`src/rtl/nibble_alu_pkg.sv`:
```
// Shared constants for the nibble ALU execute stage: opcodes, FSM encoding,
// flag bit positions and the flag-packing helper.
package nibble_alu_pkg;

    localparam int DATA_W      = 8;
    localparam int ITER_CYCLES = DATA_W;
    localparam int CNT_W       = $clog2(ITER_CYCLES);

    localparam logic [3:0] OP_LOAD  = 4'h0;
    localparam logic [3:0] OP_STORE = 4'h1;
    localparam logic [3:0] OP_ADD   = 4'h2;
    localparam logic [3:0] OP_ADC   = 4'h3;
    localparam logic [3:0] OP_SUB   = 4'h4;
    localparam logic [3:0] OP_SBB   = 4'h5;
    localparam logic [3:0] OP_NEG   = 4'h6;
    localparam logic [3:0] OP_INC   = 4'h7;
    localparam logic [3:0] OP_DEC   = 4'h8;
    localparam logic [3:0] OP_MUL   = 4'h9;
    localparam logic [3:0] OP_DIV   = 4'hA;
    localparam logic [3:0] OP_AND   = 4'hB;
    localparam logic [3:0] OP_OR    = 4'hC;
    localparam logic [3:0] OP_XOR   = 4'hD;
    localparam logic [3:0] OP_MOD   = 4'hE;
    localparam logic [3:0] OP_JUMP  = 4'hF;

    typedef enum logic [1:0] {
        ST_IDLE   = 2'd0,
        ST_SINGLE = 2'd1,
        ST_ITER   = 2'd2,
        ST_DONE   = 2'd3
    } state_t;

    localparam int FLAG_Z = 0;
    localparam int FLAG_C = 1;
    localparam int FLAG_N = 2;
    localparam int FLAG_V = 3;

    function automatic logic [3:0] pack_flags(input logic [DATA_W-1:0] res,
                                              input logic c, input logic v);
        logic [3:0] f;
        f         = '0;
        f[FLAG_Z] = (res == '0);
        f[FLAG_C] = c;
        f[FLAG_N] = res[DATA_W-1];
        f[FLAG_V] = v;
        return f;
    endfunction

    function automatic logic is_iter_op(input logic [3:0] op);
        return (op == OP_MUL) || (op == OP_DIV) || (op == OP_MOD);
    endfunction

endpackage

```
`src/rtl/nibble_alu_execute_muldiv.sv`:
```
// Shared one-bit-per-cycle engine: right-shifting shift-add multiply and
// restoring division, both living in one double-width work register.
module nibble_muldiv_iter #(
    parameter int W = 8
) (
    input  logic             clk,
    input  logic             reset_n,
    input  logic             mode_div,
    input  logic             load,
    input  logic             step,
    input  logic [W-1:0]     a,
    input  logic [W-1:0]     b,
    output logic [2*W-1:0]   product,
    output logic [W-1:0]     quotient,
    output logic [W-1:0]     remainder,
    output logic             div_by_zero
);

    // MUL: hi = partial sum, lo = multiplier bits still to consume.
    // DIV: hi = running remainder, lo = dividend shifting out / quotient in.
    logic [2*W-1:0] work_q;
    logic [2*W-1:0] work_nxt;
    logic [W-1:0]   opnd_q;
    logic           mode_q;
    logic [W:0]     mul_sum;
    logic [W:0]     div_shift;

    always_comb begin
        mul_sum   = {1'b0, work_q[2*W-1:W]} + ({1'b0, opnd_q} & {(W+1){work_q[0]}});
        div_shift = {work_q[2*W-1:W], work_q[W-1]};
        if (!mode_q) begin
            work_nxt = {mul_sum, work_q[W-1:1]};
        end else if (div_shift >= {1'b0, opnd_q}) begin
            work_nxt = {W'(div_shift - {1'b0, opnd_q}), work_q[W-2:0], 1'b1};
        end else begin
            work_nxt = {div_shift[W-1:0], work_q[W-2:0], 1'b0};
        end
    end

    always_ff @(posedge clk or negedge reset_n) begin
        if (!reset_n) begin
            work_q <= '0;
            opnd_q <= '0;
            mode_q <= 1'b0;
        end else if (load) begin
            work_q <= {{W{1'b0}}, (mode_div ? a : b)};
            opnd_q <= mode_div ? b : a;
            mode_q <= mode_div;
        end else if (step) begin
            work_q <= work_nxt;
        end
    end

    // Outputs show the post-step value so the final step can be committed
    // by the caller on the same edge that performs it.
    assign product     = work_nxt;
    assign quotient    = work_nxt[W-1:0];
    assign remainder   = work_nxt[2*W-1:W];
    assign div_by_zero = (opnd_q == '0);

endmodule

```
`src/rtl/nibble_alu_execute.sv`:
```
// Execute stage behind the 4-bit decoder: single-cycle ALU ops plus an
// 8-cycle MUL/DIV/MOD engine, with a start/busy/done handshake.
module nibble_alu_execute
    import nibble_alu_pkg::*;
(
    input  logic              clk,
    input  logic              reset_n,
    input  logic              start,
    input  logic [3:0]        opcode,
    input  logic [DATA_W-1:0] acc_in,
    input  logic [DATA_W-1:0] mem_in,
    output logic              busy,
    output logic              done,
    output logic [DATA_W-1:0] result,
    output logic [3:0]        flags,
    output logic              pc_load
);

    localparam int MSB = DATA_W - 1;

    state_t            state_q, state_nxt;
    logic [3:0]        op_q;
    logic [DATA_W-1:0] a_q, b_q;
    logic              cin_q;
    logic [CNT_W-1:0]  cnt_q;
    logic              accept;
    logic              iter_last;

    logic [2*DATA_W-1:0] product;
    logic [DATA_W-1:0]   quotient, remainder;
    logic                div_by_zero;

    logic              use_c;
    logic [DATA_W:0]   sum_ext, dif_ext;
    logic              add_v, sub_v;
    logic [DATA_W-1:0] neg_r, inc_r, dec_r;
    logic [DATA_W-1:0] alu_res, it_res;
    logic [3:0]        alu_flags, it_flags;

    assign accept    = start && ((state_q == ST_IDLE) || (state_q == ST_DONE));
    assign iter_last = (cnt_q == CNT_W'(ITER_CYCLES - 1));

    always_ff @(posedge clk or negedge reset_n) begin
        if (!reset_n) state_q <= ST_IDLE;
        else          state_q <= state_nxt;
    end

    always_comb begin
        state_nxt = state_q;
        case (state_q)
            ST_IDLE, ST_DONE: begin
                if (start) state_nxt = is_iter_op(opcode) ? ST_ITER : ST_SINGLE;
                else       state_nxt = ST_IDLE;
            end
            ST_SINGLE: state_nxt = ST_DONE;
            ST_ITER:   if (iter_last) state_nxt = ST_DONE;
            default:   state_nxt = ST_IDLE;
        endcase
    end

    always_comb begin
        busy = (state_q == ST_SINGLE) || (state_q == ST_ITER);
        done = (state_q == ST_DONE);
    end

    nibble_muldiv_iter #(.W(DATA_W)) u_muldiv (
        .clk         (clk),
        .reset_n     (reset_n),
        .mode_div    (opcode != OP_MUL),
        .load        (accept),
        .step        (state_q == ST_ITER),
        .a           (acc_in),
        .b           (mem_in),
        .product     (product),
        .quotient    (quotient),
        .remainder   (remainder),
        .div_by_zero (div_by_zero)
    );

    // Single-cycle ALU; carry-in comes from the flag word captured at accept.
    always_comb begin
        use_c   = ((op_q == OP_ADC) || (op_q == OP_SBB)) && cin_q;
        sum_ext = {1'b0, a_q} + {1'b0, b_q} + {{DATA_W{1'b0}}, use_c};
        dif_ext = {1'b0, a_q} - {1'b0, b_q} - {{DATA_W{1'b0}}, use_c};
        add_v   = (a_q[MSB] == b_q[MSB]) && (sum_ext[MSB] != a_q[MSB]);
        sub_v   = (a_q[MSB] != b_q[MSB]) && (dif_ext[MSB] != a_q[MSB]);
        neg_r   = '0 - a_q;
        inc_r   = a_q + DATA_W'(1);
        dec_r   = a_q - DATA_W'(1);

        alu_res   = a_q;
        alu_flags = flags;
        case (op_q)
            OP_LOAD: begin
                alu_res   = b_q;
                alu_flags = pack_flags(b_q, 1'b0, 1'b0);
            end
            OP_STORE: alu_res = a_q;
            OP_ADD, OP_ADC: begin
                alu_res   = sum_ext[MSB:0];
                alu_flags = pack_flags(sum_ext[MSB:0], sum_ext[DATA_W], add_v);
            end
            OP_SUB, OP_SBB: begin
                alu_res   = dif_ext[MSB:0];
                alu_flags = pack_flags(dif_ext[MSB:0], dif_ext[DATA_W], sub_v);
            end
            OP_NEG: begin
                alu_res   = neg_r;
                alu_flags = pack_flags(neg_r, a_q != '0, a_q == {1'b1, {MSB{1'b0}}});
            end
            OP_INC: begin
                alu_res   = inc_r;
                alu_flags = pack_flags(inc_r, a_q == '1, a_q == {1'b0, {MSB{1'b1}}});
            end
            OP_DEC: begin
                alu_res   = dec_r;
                alu_flags = pack_flags(dec_r, a_q == '0, a_q == {1'b1, {MSB{1'b0}}});
            end
            OP_AND: begin
                alu_res   = a_q & b_q;
                alu_flags = pack_flags(a_q & b_q, 1'b0, 1'b0);
            end
            OP_OR: begin
                alu_res   = a_q | b_q;
                alu_flags = pack_flags(a_q | b_q, 1'b0, 1'b0);
            end
            OP_XOR: begin
                alu_res   = a_q ^ b_q;
                alu_flags = pack_flags(a_q ^ b_q, 1'b0, 1'b0);
            end
            OP_JUMP: alu_res = b_q;
            default: ;
        endcase
    end

    // Final-step view of the iterative engine.
    always_comb begin
        it_res   = remainder;
        it_flags = pack_flags(remainder, 1'b0, 1'b0);
        case (op_q)
            OP_MUL: begin
                it_res   = product[MSB:0];
                it_flags = pack_flags(product[MSB:0], product[2*DATA_W-1:DATA_W] != '0, 1'b0);
            end
            OP_DIV: begin
                if (div_by_zero) begin
                    it_res   = '1;
                    it_flags = pack_flags('1, 1'b0, 1'b1);
                end else begin
                    it_res   = quotient;
                    it_flags = pack_flags(quotient, 1'b0, 1'b0);
                end
            end
            default: begin
                if (div_by_zero) begin
                    it_res   = a_q;
                    it_flags = pack_flags(a_q, 1'b0, 1'b1);
                end
            end
        endcase
    end

    always_ff @(posedge clk or negedge reset_n) begin
        if (!reset_n) begin
            op_q    <= '0;
            a_q     <= '0;
            b_q     <= '0;
            cin_q   <= 1'b0;
            cnt_q   <= '0;
            result  <= '0;
            flags   <= '0;
            pc_load <= 1'b0;
        end else begin
            pc_load <= 1'b0;
            if (accept) begin
                op_q  <= opcode;
                a_q   <= acc_in;
                b_q   <= mem_in;
                cin_q <= flags[FLAG_C];
                cnt_q <= '0;
            end
            if (state_q == ST_SINGLE) begin
                result  <= alu_res;
                flags   <= alu_flags;
                pc_load <= (op_q == OP_JUMP);
            end
            if (state_q == ST_ITER) begin
                cnt_q <= cnt_q + CNT_W'(1);
                if (iter_last) begin
                    result <= it_res;
                    flags  <= it_flags;
                end
            end
        end
    end

endmodule
```
`config.mk`:
```
export PLATFORM = sky130hd
export DESIGN_NAME = nibble_alu_execute
export DESIGN_NICKNAME = d
export VERILOG_FILES = /design/src/rtl/nibble_alu_pkg.sv /design/src/rtl/nibble_alu_execute_muldiv.sv /design/src/rtl/nibble_alu_execute.sv
export SDC_FILE = /design/constraint.sdc
export NUM_CORES = 1
export LEC_CHECK = 0
export BUFFER_PORTS_ARGS = -buffer_cell sky130_fd_sc_hd__buf_4
export CORE_MARGIN = 4
export CORE_UTILIZATION = 35
export DETAILED_ROUTE_END_ITERATION = 7
export PLACE_DENSITY = 0.59
export SYNTH_ARGS = -nofsm -noshare
export SYNTH_HDL_FRONTEND = slang
export SYNTH_SLANG_ARGS = --single-unit
```
`constraint.sdc`:
```
create_clock -name clk -period 3.78 [get_ports clk]
set_clock_uncertainty 0.05 [all_clocks]
set_input_delay 0.189 -clock clk [delete_from_list [all_inputs] [get_ports clk]]
set_output_delay 0.189 -clock clk [all_outputs]
set_load 0.05 [all_outputs]
```
Word level (Yosys, flattened, before mapping)
Index checks and enable logic that the tools add are counted.

$add $sub $neg: 10. Mux-type cells: 27. Eq/ne operators: 29. Reduce and logical (&&, ||, !) cells: 31. Magnitude comparators: 1. Bitwise logic cells: 4.

Operators with widths (number): $logic_not A8 Y1 (13); $pmux W8 S9 (1); $mux W16 (4); $mux W8 (7); $eq A4 B4 Y1 const B (10); $pmux W4 S9 (1); $mux W4 (5); $eq A4 B3 Y1 const B (4); $eq A8 B8 Y1 const B (2); $pmux W8 S2 (1); $reduce_bool A8 Y1 (2); $add A8 B8 Y9 (1); $add A8 B9 Y9 (1); $add A9 B1 Y9 (1); $and A8 B9 Y9 (1); $ge A9 B8 Y1 (1); $sub A8 B8 Y9 (1); $sub A9 B1 Y9 (1); $add A8 B1 Y8 const B (1); $and A8 B8 Y8 (1); $eq A4 B2 Y1 const B (2); $eq A8 B7 Y1 const B (1); $or A8 B8 Y8 (1); $pmux W4 S2 (1); 22 further kinds (38).

Word-level logic and storage cells: 114. Register bits: 64. Output and inout bits: 15. Bits of input ports: 23.

Depth between registers and ports, before layout
Depth after elaboration: 10. Mapped depth: 16. Mapped depth without buffers: 14.

Modules after synthesis
From an unflattened synthesis, not the netlist that was laid out.

Cells, all modules: 899. Area total of the unflattened synthesis: 7025.5 µm².

By module, submodules not included: nibble_alu_execute (times used 1, area each 4511.8 µm², cells an instance 597, sequential area each 975.9 µm²); nibble_muldiv_iter (times used 1, area each 2513.7 µm², cells an instance 302, sequential area each 625.6 µm²).

Worst setup path before layout
Ideal clock, no wire load.

Path kind: register to register. Start: reg op_q[1]. End: reg flags[3]. Arrival time: 3.391 ns. Slack: 0.204 ns. Stages on the path, launching flop included: 15. Data required time: 3.595 ns. Library setup time: 0.135 ns. Clock period less this slack: 3.576 ns. Path buffers: 1. Cell sequence: dfrtp_1 > clkbuf_1 > or3b_2 > a21o_1 > inv_1 > fa_1 > ha_1 > o21ai_0 > a311oi_1 > a21o_1 > a21oi_1 > xor2_1 > xnor2_1 > a311oi_1 > o31ai_1.

Longest elaborated chain between the ends: 10. Elaborated cells on any way between the ends: 28. Those cells by class: add/sub: 2; eq/ne: 14; mux: 5; reduce/logical: 7.

Ends and longest elaborated chain: start, declared (RTL line nibble_alu_execute.sv:22) `logic [3:0] op_q;`; start signal, assigned (RTL line nibble_alu_execute.sv:176) `op_q <= opcode;`; $eq A4 B2 Y1 or $eq A4 B3 Y1 (tied branches) (RTL line nibble_alu_execute.sv:82, nibble_alu_execute.sv:93); $logic_or A1 B1 Y1 (RTL line nibble_alu_execute.sv:82) `use_c = ((op_q == OP_ADC) || (op_q == OP_SBB)) && cin_q;`; $logic_and A1 B1 Y1 (RTL line nibble_alu_execute.sv:82); $sub A9 B1 Y9 or $add A9 B1 Y9 (tied branches) (RTL line nibble_alu_execute.sv:84, nibble_alu_execute.sv:83); $ne A1 B1 Y1, on equally long branches (RTL line nibble_alu_execute.sv:86, nibble_alu_execute.sv:85); $logic_and A1 B1 Y1, on equally long branches (RTL line nibble_alu_execute.sv:86, nibble_alu_execute.sv:85); $pmux W4 S9 (RTL line nibble_alu_execute.sv:93) `case (op_q)`; $mux W4 (RTL line nibble_alu_execute.sv:182) `if (state_q == ST_SINGLE) begin`; $mux W4 (RTL line nibble_alu_execute.sv:189) `if (iter_last) begin`; $mux W4 * (RTL line nibble_alu_execute.sv:187) `if (state_q == ST_ITER) begin`; end signal, assigned (RTL line nibble_alu_execute.sv:184) `flags <= alu_flags;`; end signal, assigned (RTL line nibble_alu_execute.sv:191) `flags <= it_flags;`; end, declared (RTL line nibble_alu_execute.sv:15) `output logic [3:0] flags,`.

Every way passes the cells marked *; elsewhere a longest branch is shown, timed or not. A chain may end at the register's enable or synchronous reset.

Worst setup path in the final report
Start: reg op_q[2]. End: reg flags[0].

Longest elaborated chain between the ends: 9. Elaborated cells on any way between the ends: 26. Those cells by class: add/sub: 2; eq/ne: 12; mux: 5; reduce/logical: 7.

Ends and longest elaborated chain: $eq A4 B2 Y1 or $eq A4 B3 Y1 (tied branches) (RTL line nibble_alu_execute.sv:82, nibble_alu_execute.sv:93); $logic_or A1 B1 Y1 (RTL line nibble_alu_execute.sv:82); $logic_and A1 B1 Y1 (RTL line nibble_alu_execute.sv:82); $sub A9 B1 Y9 or $add A9 B1 Y9 (tied branches) (RTL line nibble_alu_execute.sv:84, nibble_alu_execute.sv:83); $logic_not A8 Y1 (RTL line nibble_alu_pkg.sv:42) `f[FLAG_Z] = (res == '0);`; $pmux W4 S9 (RTL line nibble_alu_execute.sv:93); $mux W4 (RTL line nibble_alu_execute.sv:182); $mux W4 (RTL line nibble_alu_execute.sv:189); $mux W4 * (RTL line nibble_alu_execute.sv:187).

Marks and branches as above.

==> run metrics <==
setup tns final=0 ps; core area=0.01790 mm2; crit-path max cell delay=480 ps; hold_ws=10.26 ps; Synth area leaders=dfrtp_1, ha_1, o21ai_0, nand2_1, mux2i_1; die width=142.8 um; Seq/Total Area, Yosys=25.19%; Main synth FF type=dfrtp_1; post-DR vias/cell=5.920; Synth cell types=73; mux cell area share after synthesis=5.096%; adder-cell share of the synthesized area=12.91%; GPL Wtd Cong=0.9830; vias in the first global route=5966; worst setup path class=flip-flop to flip-flop; compound-cell area share of the yosys netlist=25.44%; Async SR Flop Fraction=100.0%; fillers=1868; antenna fix cells=0; die height=142.8 um; slowest CP cell=or3b_2; num rows=49; top-area cell type share of the netlist area=25.19%; XOR/XNOR Fraction of Synth Area=4.683%; CP cell instances=or3b_2 -> a21o_1 -> inv_1 -> fa_1 -> ha_1 -> o21ai_1 -> a311oi_2 -> a21o_1 -> a21oi_1 -> xor2_1 -> nand4_1 -> a41oi_1 -> o31a_2; status=complete, no violations; Syn Area/Cell=7.831 um2; total wire length=22430 um; initial antenna violation count=0; CP bufs+invs=1; DRC Markers=0; most frequent cells after synthesis=nand2_1, o21ai_0, dfrtp_1, nor2_1; first-pass GRT wire length=35050 um; drt initial violations=722; Layout area overhead=15.70%; Mapped Area=0.006359 mm2; cell mode on critical path=a21o_1; Max clock buf depth=2; FF-to-FF path depth=13; Achievable Freq=0.2826 GHz; post-route ant nets=0; Initial Utilization=35.52%; HP Class=primary input to flip-flop; Clock Tree Root=clkbuf_16; share of cells above drive strength 1=12.60%; CP max FO=7; Synth Area in Simple Gates=21.02%; RSZ-0062 raised after global routing=no; Tmin final=3539 ps; CTS tree=done; area leader, netlist=dfrtp_1; GRT overflow=0; Num CTS Buffers=9; Final nets=938; WP depth=13; Clk Latency, worst-skew pair=350 ps; count leader, synth=nand2_1; CP delay by family, top=compound AO/OA/AOI/OAI gates; Synthesized Nets=897; final hold vios=0; CP Data Arrival Time=3770 ps; Final Setup Violations=0; Final Cycle Share=93.62%; Die Area=0.02039 mm2; Mapped Cells=812; Slew Viols, Final=0; EDFF count, synth=0; critical path required time=4010 ps; Setup crit end kind=flip-flop; io pins=38; Port Buffers=37; Post-CTS Repair Setup Buffers=0; # Max-Cap Violations=0; main combinational cell family by area after synthesis=compound AO/OA/AOI/OAI gates; HPWL after detailed placement=17460 um; crit start category=flip-flop; YS warnings=0; CTS Sinks=64; gr usage total=22.20%; Worst-path clk slew=60 ps; vias=6429; synthesized flop and latch total=64; H-tree levels=3; routed len/inst=20.65 um; hold path depth=3; Least-Margin Pin Slew=1210 ps; Detailed Routing Iterations Pass 1=5; Slew HR=19.13%; largest net degree at the start of global routing=65
-- layout by cell type, fill, tap and decap left out, drive strengths merged, types with 4 or more instances in the layout --
cell type,netlist,routed
nand2b,8,8
nor3,26,26
fa,6,6
or3,4,4
o31ai,7,7
xnor2,22,22
a21oi,60,60
o21a,4,4
o22ai,9,9
clkbuf,33,10
ha,56,56
a21o,10,10
nor2b,12,12
a31oi,10,10
nand2,88,88
mux2i,29,29
nand4,10,10
o21ai,75,75
inv,51,51
dfrtp,64,64
buf,9,71
nand3,22,22
nor2,59,59
nor4,9,9
a221oi,5,5
and2,14,14
a211oi,13,13
o211ai,17,17
a22oi,6,6
xor2,12,12
-- final cells by class --
cell class	count	area (um2)	area share (%)
Clock buffer	10	229.0	3.112
Timing Repair Buffer	72	543.0	7.381
Multi-Input combinational cell	655	4423	60.12
Clock inverter	5	82.58	1.122
Inverter	51	191.4	2.602
Tap cell	229	286.5	3.895
Sequential cell	64	1602	21.77
-- final timing paths --
path,from,end,slack [ps]
setup / recovery,op_q[2],flags[0],240
setup reg to reg,op_q[2],flags[0],240
max in group asynchronous,reset_n,state_q[1],2690
min in group asynchronous,reset_n,u_muldiv.work_q[15],420
hold / removal,opcode[0],op_q[0],10
hold reg to reg,cin_q,cin_q,420
-- routing by layer --
layer	share of wire, %	vias to the layer above	global-route usage, %
li1	-	3036	-
met1	49	3079	33.83
met2	42	278	31.95
met3	7.7	36	3.985
met4	2.1	0	6.203
met5	0	-	0
-- kinds of logic after synthesis --
family / count (synthesis)
AND/OR/NAND/NOR: 274
AO/OA/AOI/OAI: 253
buffers and inverters: 93
flip-flops: 64
adder cells (fa/ha/maj): 62
XOR/XNOR: 34
multiplexers: 32
-- flip-flops by register name, indices dropped and copies added (netlist names) --
| register | count |
|---|---|
| pc_load | 1 |
| u_muldiv.mode_q | 1 |
| u_muldiv.opnd_q | 8 |
| cin_q | 1 |
| u_muldiv.work_q | 16 |
| b_q | 8 |
| result | 8 |
| flags | 4 |
| cnt_q | 3 |
| a_q | 8 |
| state_q | 2 |
| op_q | 4 |
-- tightest hold or removal path, cell delays in order --
cell     delay (ps)
buf_4           100
nand2_1          40
nand2_1          40
-- stage by stage --
stage          instance area, um2  cells  setup WS [ps]  utilization, %
5_1_grt                      7357   1086          29.52           41.10
6_report                     7357   1086          241.2           41.10
3_3_place_gp                 7024   1070          261.1           39.24
2_1_floorplan                6359    812          204.2               -
4_1_cts                      7346   1086          155.7           41.03
3_5_place_dp                 7024   1070          177.5           39.24
-- repair_timing --
action / 4_1_cts / 5_1_grt
resized for setup: 0 / 3
hold buffers: 1 / 0
setup endpoints to repair: 0 / 4
endpoints found under the hold margin: 64 / 0
Power is not shown: default switching activity piles up to over one toggle a cycle in this logic, so the estimate is an artifact.
